File: src/rtl/pipelined_cla_addsub_pkg.sv
// cla_pkg: operation encodings shared by the pipelined add/subtract unit and its users.
package cla_pkg;
  typedef enum logic [1:0] {
    OP_ADD  = 2'b00,
    OP_SUB  = 2'b01,
    OP_ADDS = 2'b10,
    OP_SUBS = 2'b11
  } op_t;
endpackage

File: src/rtl/pipelined_cla_addsub_if.sv
// pipelined_cla_addsub_if: operand/result handshake bundle of the pipelined add/subtract unit.
interface pipelined_cla_addsub_if #(
  parameter int WIDTH = 16
);
  import cla_pkg::*;
  logic             flush;
  logic             in_valid;
  logic             in_ready;
  op_t              op;
  logic [WIDTH-1:0] in0;
  logic [WIDTH-1:0] in1;
  logic             cin;
  logic             out_valid;
  logic             out_ready;
  logic [WIDTH-1:0] sum;
  logic             cout;
  logic             v;
  logic             zero;
  logic             neg;
  modport master(
    output flush, in_valid, op, in0, in1, cin, out_ready,
    input  in_ready, out_valid, sum, cout, v, zero, neg
  );
  modport slave(
    input  flush, in_valid, op, in0, in1, cin, out_ready,
    output in_ready, out_valid, sum, cout, v, zero, neg
  );
endinterface

File: src/rtl/pipelined_cla_addsub_cla_group.sv
// cla_group: one flat carry-lookahead group; every carry is a sum of generate/propagate products.
module cla_group #(
  parameter int GROUP = 4
) (
  input  logic [GROUP-1:0] a,
  input  logic [GROUP-1:0] b,
  input  logic             c_in,
  output logic [GROUP-1:0] s,
  output logic             c_out,
  output logic             c_msb_in
);
  logic [GROUP-1:0] p;
  logic [GROUP-1:0] g;
  logic [GROUP:0]   c;
  logic             pp;
  logic             acc;
  assign p = a ^ b;
  assign g = a & b;
  always_comb begin
    c = '0;
    pp = 1'b1;
    acc = 1'b0;
    c[0] = c_in;
    for (int i = 0; i < GROUP; i++) begin
      pp = 1'b1;
      acc = g[i];
      for (int j = i - 1; j >= 0; j--) begin
        pp = pp & p[j+1];
        acc = acc | (pp & g[j]);
      end
      c[i+1] = acc | (pp & p[0] & c_in);
    end
  end
  assign s        = p ^ c[GROUP-1:0];
  assign c_out    = c[GROUP];
  assign c_msb_in = c[GROUP-1];
endmodule

File: src/rtl/pipelined_cla_addsub.sv
// pipelined_cla_addsub: STAGES-deep carry-lookahead add/sub with signed saturation and valid/ready flow.
module pipelined_cla_addsub
  import cla_pkg::*;
#(
  parameter int WIDTH  = 16,
  parameter int GROUP  = 4,
  parameter int STAGES = 2
) (
  input logic                  clk,
  input logic                  rst_n,
  pipelined_cla_addsub_if.slave bus
);
  localparam int NG  = WIDTH / GROUP;
  localparam int GPS = NG / STAGES;
  localparam int NR  = STAGES > 1 ? STAGES - 1 : 1;
  logic             en;
  logic [WIDTH-1:0] ai [STAGES];
  logic [WIDTH-1:0] bi [STAGES];
  logic [WIDTH-1:0] si [STAGES];
  logic [WIDTH-1:0] so [STAGES];
  logic             ci [STAGES];
  logic             vi [STAGES];
  op_t              oi [STAGES];
  logic [WIDTH-1:0] ra [NR];
  logic [WIDTH-1:0] rb [NR];
  logic [WIDTH-1:0] rs [NR];
  logic             rc [NR];
  logic             rv [NR];
  op_t              rop [NR];
  logic [WIDTH-1:0] gs;
  logic [NG-1:0]    gco;
  logic [NG-1:0]    gcm;
  logic             unused_gcm;
  logic             ov;
  logic             sat;
  logic [WIDTH-1:0] res;
  assign en           = !bus.out_valid | bus.out_ready;
  assign bus.in_ready = en;
  // stage 0 sees the live operands with B already inverted for subtraction
  always_comb begin
    ai[0] = bus.in0;
    bi[0] = bus.op[0] ? ~bus.in1 : bus.in1;
    ci[0] = bus.op == OP_ADD ? bus.cin : bus.op[0];
    si[0] = '0;
    oi[0] = bus.op;
    vi[0] = bus.in_valid;
    for (int k = 1; k < STAGES; k++) begin
      ai[k] = ra[k-1];
      bi[k] = rb[k-1];
      ci[k] = rc[k-1];
      si[k] = rs[k-1];
      oi[k] = rop[k-1];
      vi[k] = rv[k-1];
    end
  end
  for (genvar g = 0; g < NG; g++) begin : grp
    logic c_g;
    if (g % GPS == 0) begin : head
      assign c_g = ci[g/GPS];
    end else begin : tail
      assign c_g = gco[g-1];
    end
    cla_group #(.GROUP(GROUP)) u_grp (
      .a       (ai[g/GPS][g*GROUP +: GROUP]),
      .b       (bi[g/GPS][g*GROUP +: GROUP]),
      .c_in    (c_g),
      .s       (gs[g*GROUP +: GROUP]),
      .c_out   (gco[g]),
      .c_msb_in(gcm[g])
    );
  end
  // each stage overlays the group sums it resolves onto the partial sum it inherited
  always_comb begin
    for (int k = 0; k < STAGES; k++) so[k] = si[k];
    for (int g = 0; g < NG; g++) so[g/GPS][g*GROUP +: GROUP] = gs[g*GROUP +: GROUP];
  end
  assign unused_gcm = ^gcm;
  assign ov  = gco[NG-1] ^ gcm[NG-1];
  assign sat = oi[STAGES-1][1] & ov;
  assign res = !sat ? so[STAGES-1] :
               ai[STAGES-1][WIDTH-1] ? {1'b1, {(WIDTH-1){1'b0}}} : {1'b0, {(WIDTH-1){1'b1}}};
  always_ff @(posedge clk or negedge rst_n) begin
    if (!rst_n) begin
      for (int k = 0; k < NR; k++) rv[k] <= 1'b0;
      bus.out_valid <= 1'b0;
      bus.sum       <= '0;
      bus.cout      <= 1'b0;
      bus.v         <= 1'b0;
      bus.zero      <= 1'b0;
      bus.neg       <= 1'b0;
    end else if (bus.flush) begin
      for (int k = 0; k < NR; k++) rv[k] <= 1'b0;
      bus.out_valid <= 1'b0;
      bus.sum       <= '0;
      bus.cout      <= 1'b0;
      bus.v         <= 1'b0;
      bus.zero      <= 1'b0;
      bus.neg       <= 1'b0;
    end else if (en) begin
      for (int k = 0; k < STAGES - 1; k++) rv[k] <= vi[k];
      bus.out_valid <= vi[STAGES-1];
      bus.sum       <= res;
      bus.cout      <= gco[NG-1];
      bus.v         <= ov;
      bus.zero      <= res == '0;
      bus.neg       <= res[WIDTH-1];
    end
  end
  always_ff @(posedge clk) begin
    if (en) begin
      for (int k = 0; k < STAGES - 1; k++) begin
        ra[k]  <= ai[k];
        rb[k]  <= bi[k];
        rs[k]  <= so[k];
        rc[k]  <= gco[(k+1)*GPS-1];
        rop[k] <= oi[k];
      end
    end
  end
endmodule
File: src/flat_wrapper.sv
// flat-port wrapper written by rule: the top's interface ports become plain ports
module pipelined_cla_addsub_flat import cla_pkg::*;
#(
  parameter int WIDTH  = 16,
  parameter int GROUP  = 4,
  parameter int STAGES = 2
)
  (clk, rst_n, bus_flush, bus_in_valid, bus_op, bus_in0, bus_in1, bus_cin, bus_out_ready, bus_in_ready, bus_out_valid, bus_sum, bus_cout, bus_v, bus_zero, bus_neg);
  pipelined_cla_addsub_if #(.WIDTH(WIDTH)) bus_i ();
  input logic clk;
  input logic rst_n;
  input wire logic [$bits(bus_i.flush)-1:0] bus_flush;
  input wire logic [$bits(bus_i.in_valid)-1:0] bus_in_valid;
  input wire logic [$bits(bus_i.op)-1:0] bus_op;
  input wire logic [$bits(bus_i.in0)-1:0] bus_in0;
  input wire logic [$bits(bus_i.in1)-1:0] bus_in1;
  input wire logic [$bits(bus_i.cin)-1:0] bus_cin;
  input wire logic [$bits(bus_i.out_ready)-1:0] bus_out_ready;
  output wire logic [$bits(bus_i.in_ready)-1:0] bus_in_ready;
  output wire logic [$bits(bus_i.out_valid)-1:0] bus_out_valid;
  output wire logic [$bits(bus_i.sum)-1:0] bus_sum;
  output wire logic [$bits(bus_i.cout)-1:0] bus_cout;
  output wire logic [$bits(bus_i.v)-1:0] bus_v;
  output wire logic [$bits(bus_i.zero)-1:0] bus_zero;
  output wire logic [$bits(bus_i.neg)-1:0] bus_neg;
  assign bus_i.flush = bus_flush;
  assign bus_i.in_valid = bus_in_valid;
  assign bus_i.op = bus_op;
  assign bus_i.in0 = bus_in0;
  assign bus_i.in1 = bus_in1;
  assign bus_i.cin = bus_cin;
  assign bus_i.out_ready = bus_out_ready;
  assign bus_in_ready = bus_i.in_ready;
  assign bus_out_valid = bus_i.out_valid;
  assign bus_sum = bus_i.sum;
  assign bus_cout = bus_i.cout;
  assign bus_v = bus_i.v;
  assign bus_zero = bus_i.zero;
  assign bus_neg = bus_i.neg;
  pipelined_cla_addsub #(.WIDTH(WIDTH), .GROUP(GROUP), .STAGES(STAGES)) u_core (.clk(clk), .rst_n(rst_n), .bus(bus_i));
endmodule
File: config.mk
export PLATFORM = sky130hd
export DESIGN_NAME = pipelined_cla_addsub_flat
export DESIGN_NICKNAME = d
export VERILOG_FILES = /design/src/rtl/pipelined_cla_addsub_pkg.sv /design/src/rtl/pipelined_cla_addsub_if.sv /design/src/rtl/pipelined_cla_addsub_cla_group.sv /design/src/rtl/pipelined_cla_addsub.sv /design/src/flat_wrapper.sv
export SDC_FILE = /design/constraint.sdc
export NUM_CORES = 1
export LEC_CHECK = 0
export CORE_AREA = 2 2 124 78
export CTS_CLUSTER_DIAMETER = 80
export DETAILED_ROUTE_END_ITERATION = 12
export DIE_AREA = 0 0 126 80
export SYNTH_ARGS = -nofsm -noshare
export SYNTH_HDL_FRONTEND = slang
export SYNTH_SLANG_ARGS = --single-unit
File: constraint.sdc
create_clock -name clk -period 8.89 [get_ports clk]
set_input_delay 0.889 -clock clk [delete_from_list [all_inputs] [get_ports clk]]
set_output_delay 0.889 -clock clk [all_outputs]
set_load 0.01 [all_outputs]
==> metrics.md, run 1 <==
| Metric | Value |
|---|---|
| Worst skew pair latency | 0.29 ns |
| CTS tree | yes |
| WS Path Type | in2reg |
| R2R cell count | 7 |
| Initial Util | 29.5% |
| Worst slew pin tran | 0.964 ns |
| Synth Area in Compound Gates | approximately an eighth |
| Critical path required time | 9.05 ns |
| Per-cell routed wire length | 13.9 um |
| Slew Limit Fails | 0 |
| Die W | 126 um |
| Port Buf Inserts | 61 |
| Bufs on Longest Clock Path | 2 |
| Sequential share of the synthesized area | 49.7% |
| CTS Root Cell | clkbuf_16 |
| Synth Area in XOR/XNOR | 8.00% |
| Crit-path max FO | 18 |
| Final nets | 355 |
| DP Cell Count | 404 |
| Area grow syn2layout | 33.5% |
| Post-cts sizing count | 0 |
| Critical Path Source Type | primary input |
| Synth Area in Simple Gates | 13.7% |
| Drt drc | 0 |
| Peak supply drop | 0.0754 mV |
| Post-synth EDFFs | 26 |
| Hold EP | u_core.bus.sum[3] |
| RSZ-0062 raised after global routing | false |
| Core Util, Final | around 40% |
| Hold Violations, Final | 0 |
| Ys async rst share | 44.7% |
| LEAKAGE | about 1.4 nW |
| Arr. time, crit path | between 3 and 4 ns |
| Total grt overflow | 0 |
| Initial antenna violation count | 0 |
| Max Fclk | 268 MHz |
| CTS Sinks | 47 |
| Yosys top cell by area | edfxtp_1 |
| Fin crit share | between 40% and 50% |
| TNS Setup | 0 ns |
| I/O pins | slightly above 60 |
| H-Tree Depth | 2 |
| DP Wirelength | 4520 um |
| Most common cell in the synthesized netlist | nor2_1 |
| Hold Path Depth | 2 |
| Final WL | 5730 um |
| Worst setup EP type | register |
| Yosys warns | 0 |
| Antenna cells | 0 |
| Die Y-Extent | 80 um |
| Post-CTS Setup Bufs | 0 |
| Run status | completed |
| Pre-Repair DR Iteration Count | 4 |
| Vias | 1882 |
| Avg Vias per Cell | 4.57 |
| FF-to-FF Start | u_core.ra[0][8] |
| GPL Wtd Cong | 0.817 |
| Largest net degree at the start of global routing | 38 |
| Layout cells sized above 1 | around 8.4% |
| Total GRT Usage | 12.2% |
| Synthesized cell area | ~0.0026 mm^2 |
| Multiplexer share of the synthesized area | under 10% |
| Setup violators final | 0 |
| Final std cells w/o fill | around 400 |
| Largest family of logic cells by synthesized area | simple AND/OR/NAND/NOR gates |
| Hold buffers post-CTS | 0 |
| R2r endpoint | u_core.bus.sum[8] |
| Die Area | 0.0101 mm^2 |
| Mapped Cells | 235 |
| Flops & latches, synth | 47 |
| Adder-Cell Fraction of Synth Area | 10.7% |
| Slew Limit Headroom | 35.5% |
| Cts bufs inserted | 5 |
| Post-synth top cells | 28 x nor2_1, 26 x edfxtp_1, 22 x xor2_1, 21 x dfrtp_1, 21 x nand2_1 |
| Area contributors post-synth | edfxtp_1 30%, dfrtp_1 20%, ha_1 7.6% |
| Vias in the first global route | 1848 |
| HP Start | u_core.bus.sum[3] |
| Row Count | 27 |
| CTS clk-pin slew, worst paths | 0.06 ns |
| Core region area | 0.00892 mm^2 |
| Reg2Reg Setup Slack | approximately 5.7 ns |
| Max cap viols | 0 |
| Syn_area_per_cell | 11.2 um^2 |
| Power Density | 199 mW/mm^2 |
| Hold Path Class | reg2reg |
| Distinct cells, synth | 40 |
| Syn_nets | about 300 |
| Final clock skew | 0.00667 ns |
| DRT iter0 DRCs | 137 |
| Most used flip-flop cell after synthesis | edfxtp_1 |
| First-pass GRT wire length | 9530 um |
| Area share of the largest cell type after synthesis | 29.7% |
| Final min period | 3.73 ns |
| Antenna Violating Nets Remaining | 0 |
## critical path, stage by stage
cell,delay (ns)
clkdlybuf4s50_1,1.11
xor2_1,0.32
ha_1,0.29
o21a_1,0.10
o21a_1,0.20
o21ai_0,0.42
fa_1,0.50
inv_1,0.06
## per-stage QoR
stage / setup slack (ns) / hold slack, ns / power [mW] / cell area [um^2]
floorplan: 5.47 / 0.466 / 0.416 / 2630
global placement: 4.93 / 0.463 / 0.502 / 3350
detailed placement: 4.82 / 0.477 / 0.506 / 3350
CTS: 5.12 / 0.491 / 0.706 / 3510
global route: 4.91 / 0.511 / 0.742 / 3510
finish: 5.16 / 0.481 / 0.699 / 3510
## how the worst max path moves through the flow
stage                 endpoint       from  cells after the start  slack [ns]
2_1_floorplan  u_core.rs[0][4]  bus_op[0]                      9        5.47
3_3_place_gp   u_core.rs[0][4]  bus_op[0]                      8        4.93
3_5_place_dp   u_core.rs[0][4]  bus_op[0]                      8        4.82
4_1_cts        u_core.rs[0][4]  bus_op[0]                      8        5.12
5_1_grt        u_core.rs[0][4]  bus_op[0]                      8        4.91
6_report       u_core.rs[0][4]  bus_op[0]                      8        5.16
## cell type report
| class | instances | area [um^2] |
|---|---|---|
| inverter | 7 | 26.3 |
| fill | 886 | 5410 |
| clock buffer | 7 | 153 |
| sequential | 47 | 1310 |
| multi-input combinational | 172 | 1250 |
| clock inverter | 1 | 6.26 |
| tap | 116 | 145 |
| timing repair buffer | 62 | 618 |
## where the power goes
group	leakage, nW	internal [mW]	switching [mW]	total [mW]
logic	0.785	0.105	0.104	0.208
registers	0.545	0.271	0.0217	0.293
clock network	0.0805	0.120	0.0780	0.198
total	1.41	0.496	0.203	0.699
## flip-flops by register name, summed over array words and instances, names as in the netlist
signal / cells
u_core.rc: 1
u_core.bus.zero: 1
u_core.bus.out_valid: 1
u_core.bus.v: 1
u_core.bus.cout: 1
u_core.bus.sum: 15
u_core.rb: 8
u_core.ra: 8
u_core.rop: 1
u_core.rv: 1
u_core.rs: 8
u_core.bus.neg: 1
## routing by layer
metal,vias to the layer above,GRT usage (%),share of wire [%]
met5,-,0,0
met4,0,3.52,0.80
met1,860,18.8,55
li1,958,-,-
met2,59,15.4,37
met3,5,4.36,6.7
## layout by cell type (no fill, tap or decap), drive strengths merged, types with 8 or more instances in the layout
cell type / synthesis / final
clkdlybuf4s50: 0 / 61
nor2: 28 / 28
edfxtp: 26 / 26
xor2: 22 / 22
nand2: 21 / 21
dfrtp: 21 / 21
o21ai: 19 / 19
ha: 16 / 16
nor3: 8 / 8
inv: 7 / 8
## cell families (layout without fill, tap and decap cells)
group,Yosys count,in the layout
muxes,6,6
adders and majority gates,20,20
and+or+nand+nor,78,78
DFF,47,47
buffers and inverters,16,77
AOI/OAI and AO/OA,44,44
xor gates and xnor gates,24,24
No activity file was read; power rests on OpenSTA's default activity.
==> run 2, diff against run 1 <==
Clock period 8.89 ns to 3.3 ns, I/O delays scaled along.
==> run 2 against run 1 <==
Effect of this change:
- first-iteration DRC count down 66%
- clock skew up 0.00097 ns
- sequential share of layout area down 0.43 points
- register-to-register slack worse by 5.4 ns
- count of clock-buffer cells in the layout unchanged
- utilization up 0.46 points
- power rose to 2.7 times the previous value
- critical endpoint is now u_core.bus.zero
==> metrics.md, run 2 (synthesis results as in run 1) <==
| Metric | Value |
|---|---|
| H-Tree Depth | 2 (unchanged) |
| Bufs on Longest Clock Path | 2 (unchanged) |
| Initial Util | 29.5% (unchanged) |
| Slew Limit Headroom | 36.0% (was 35.5%) |
| R2R cell count | 10 (was 7) |
| Vias in the first global route | 1803 (was 1848) |
| GPL Wtd Cong | 0.809 (was 0.817) |
| Slew Limit Fails | 0 (unchanged) |
| Cts bufs inserted | 5 (unchanged) |
| Port Buf Inserts | 61 (unchanged) |
| Multi-input logic area | 0.00126 mm^2 (was 0.00125 mm^2) |
| Max Fclk | 330 MHz |
| Hold buffers post-CTS | 0 (unchanged) |
| Most frequent cells in the layout | 61 x clkdlybuf4s50_1, 28 x nor2_1, 26 x edfxtp_1, 22 x xor2_1 (unchanged) |
| Final clock skew | 0.00764 ns (was 0.00667 ns) |
| Reg2Reg Setup Slack | 0.27 ns (was 5.72 ns) |
| Die W | 126 um (unchanged) |
| Final std cells w/o fill | 417 (was 412) |
| Fin crit share | between 90% and 100% |
| Fin area | 0.00355 mm^2 (was 0.00351 mm^2) |
| Initial antenna violation count | 0 (unchanged) |
| Vias | 1886 (was 1882) |
| Critical Path Source Type | register (was primary input) |
| DP Wirelength | 4510 um (was 4520 um) |
| HP Start | u_core.bus.sum[13] (was u_core.bus.sum[3]) |
| DRT iter0 DRCs | 46 (was 137) |
| Final nets | 360 (was 355) |
| Pre-Repair DR Iteration Count | 4 (unchanged) |
| Fill count | 901 (was 886) |
| Reg area | 0.00131 mm^2 (unchanged) |
| Crit-path max FO | 3 (was 18) |
| Worst skew pair latency | 0.29 ns (about the same) |
| Hold Violations, Final | 0 (unchanged) |
| DP Cell Count | 409 (was 404) |
| Worst setup EP type | register (unchanged) |
| Drt drc | 0 (unchanged) |
| Antenna Violating Nets Remaining | 0 (unchanged) |
| Area grow syn2layout | 35.0% (was 33.5%) |
| Final min period | around 3.0 ns |
| Worst Hold Slack | 0.486 ns (was 0.481 ns) |
| Arr. time, crit path | 3.24 ns (was 3.90 ns) |
| Antenna cells | 0 (unchanged) |
| Hold EP | u_core.bus.sum[13] (was u_core.bus.sum[3]) |
| Total GRT Usage | 11.8% (was 12.2%) |
| Core Util, Final | 39.8% (was 39.3%) |
| CTS Root Cell | clkbuf_16 (unchanged) |
| CTS clk-pin slew, worst paths | 0.06 ns (about the same) |
| Layout cells sized above 1 | 9.63% (was 8.45%) |
| Run status | completed (unchanged) |
| Total grt overflow | 0 (unchanged) |
| Die Y-Extent | 80 um (unchanged) |
| Final WL | 5770 um (was 5730 um) |
| Hold Path Class | reg2reg (unchanged) |
| Core region area | 0.00892 mm^2 (unchanged) |
| Largest register FFs | 15 (unchanged) |
| Peak supply drop | 0.199 mV (was 0.0754 mV) |
| Critical path required time | 3.51 ns (was 9.05 ns) |
| Largest net degree at the start of global routing | 38 (unchanged) |
| LEAKAGE | 1.43 nW (was 1.41 nW) |
| RSZ-0062 raised after global routing | false (unchanged) |
| Max cap viols | 0 (unchanged) |
| Die Area | 0.0101 mm^2 (unchanged) |
| CTS tree | yes (unchanged) |
| Hold Path Depth | 2 (unchanged) |
| DP Area | 0.00339 mm^2 (was 0.00335 mm^2) |
| Largest register by flop count | u_core.bus.sum (unchanged) |
| TNS Setup | 0 ns (unchanged) |
| Setup violators final | 0 (unchanged) |
| Avg Vias per Cell | 4.52 (was 4.57) |
| First-pass GRT wire length | 9270 um (was 9530 um) |
| CTS Sinks | 47 (unchanged) |
| Worst slew pin tran | 0.957 ns (was 0.964 ns) |
| WS Path Type | reg2reg (was in2reg) |
| Power Density | 528 mW/mm^2 (was 199 mW/mm^2) |
| I/O pins | 62 (unchanged) |
| FF-to-FF Start | u_core.ra[0][8] (unchanged) |
| Per-cell routed wire length | 13.8 um (was 13.9 um) |
| R2r endpoint | u_core.bus.zero (was u_core.bus.sum[8]) |
| Commonest non-fill, non-tap cell in the layout | clkdlybuf4s50_1 (unchanged) |
| Row Count | 27 (unchanged) |
==> run 2: cell count changes in the layout (fill, tap and decap cells not counted), sizes merged <==
| cell | change |
|---|---|
| clkinv | +1 |
| inv | -1 |
| buf | +5 |
==> run 2: worst max-delay path by stage <==
stage | start | end | slack, ns | cells after the start
2_1_floorplan | u_core.rb[0][8] | u_core.bus.zero | 0.37 | 10
3_3_place_gp | u_core.rb[0][8] | u_core.bus.zero | 0.24 | 10
3_5_place_dp | u_core.rb[0][8] | u_core.bus.zero | 0.22 | 10
4_1_cts | u_core.rb[0][8] | u_core.bus.zero | 0.19 | 10
5_1_grt | u_core.rb[0][8] | u_core.bus.zero | 0.03 | 10
6_report | u_core.ra[0][8] | u_core.bus.zero | 0.27 | 10
==> run 2: power breakdown <==
| part | switching (mW) | internal (mW) | leakage, nW |
|---|---|---|---|
| Clock | 0.208 | 0.303 | 0.0741 |
| Combinational | 0.285 | 0.288 | 0.812 |
| Sequential | 0.0585 | 0.731 | 0.545 |
| Total | 0.551 | 1.32 | 1.43 |
==> run 2: timing repair <==
item | 4_1_cts | 5_1_grt
buffers inserted | 0 | 0
resized for setup | 0 | 1
setup endpoints to repair | 0 | 1
==> run 2: cell type report <==
class,count,area share (%)
clock inverters,1,0.247
multi-input cells,172,35.6
flip-flops and latches,47,36.8
well taps,116,4.09
clock buffers,7,4.02
repair buffers,67,18.5
inverters,7,0.740
==> run 2: per-layer routing <==
metal / vias to the layer above / part of all wire [%] / GRT usage, % / wire, um
li1: 968 / - / - / -
met1: 857 / 56 / 18.8 / 3250
met2: 57 / 37 / 15.3 / 2120
met3: 4 / 6.3 / 3.82 / 366
met4: 0 / 0.49 / 1.98 / 28
met5: - / 0 / 0 / 0
==> run 2: per-stage QoR <==
step	setup WS (ns)	power [mW]
2_1_floorplan	0.372	1.12
3_3_place_gp	0.239	1.36
3_5_place_dp	0.220	1.37
4_1_cts	0.193	1.89
5_1_grt	0.0301	1.99
6_report	0.273	1.87
==> run 2: critical path, cell delays in order (launching register included) <==
cell	delay (ns)
edfxtp_1	0.43
ha_1	0.30
a21o_1	0.23
a41oi_4	0.21
nand2_1	0.14
fa_1	0.44
xor2_1	0.18
nor4_1	0.26
nand4_1	0.11
or4b_1	0.50
o21ai_0	0.15
==> run 3, diff against run 2 <==
Settings changed: SKIP_LAST_GASP set to 1, TNS_END_PERCENT set to 100.
==> results of run 3 <==
No change in the layout: final DEF, timing and power equal those of run 2.
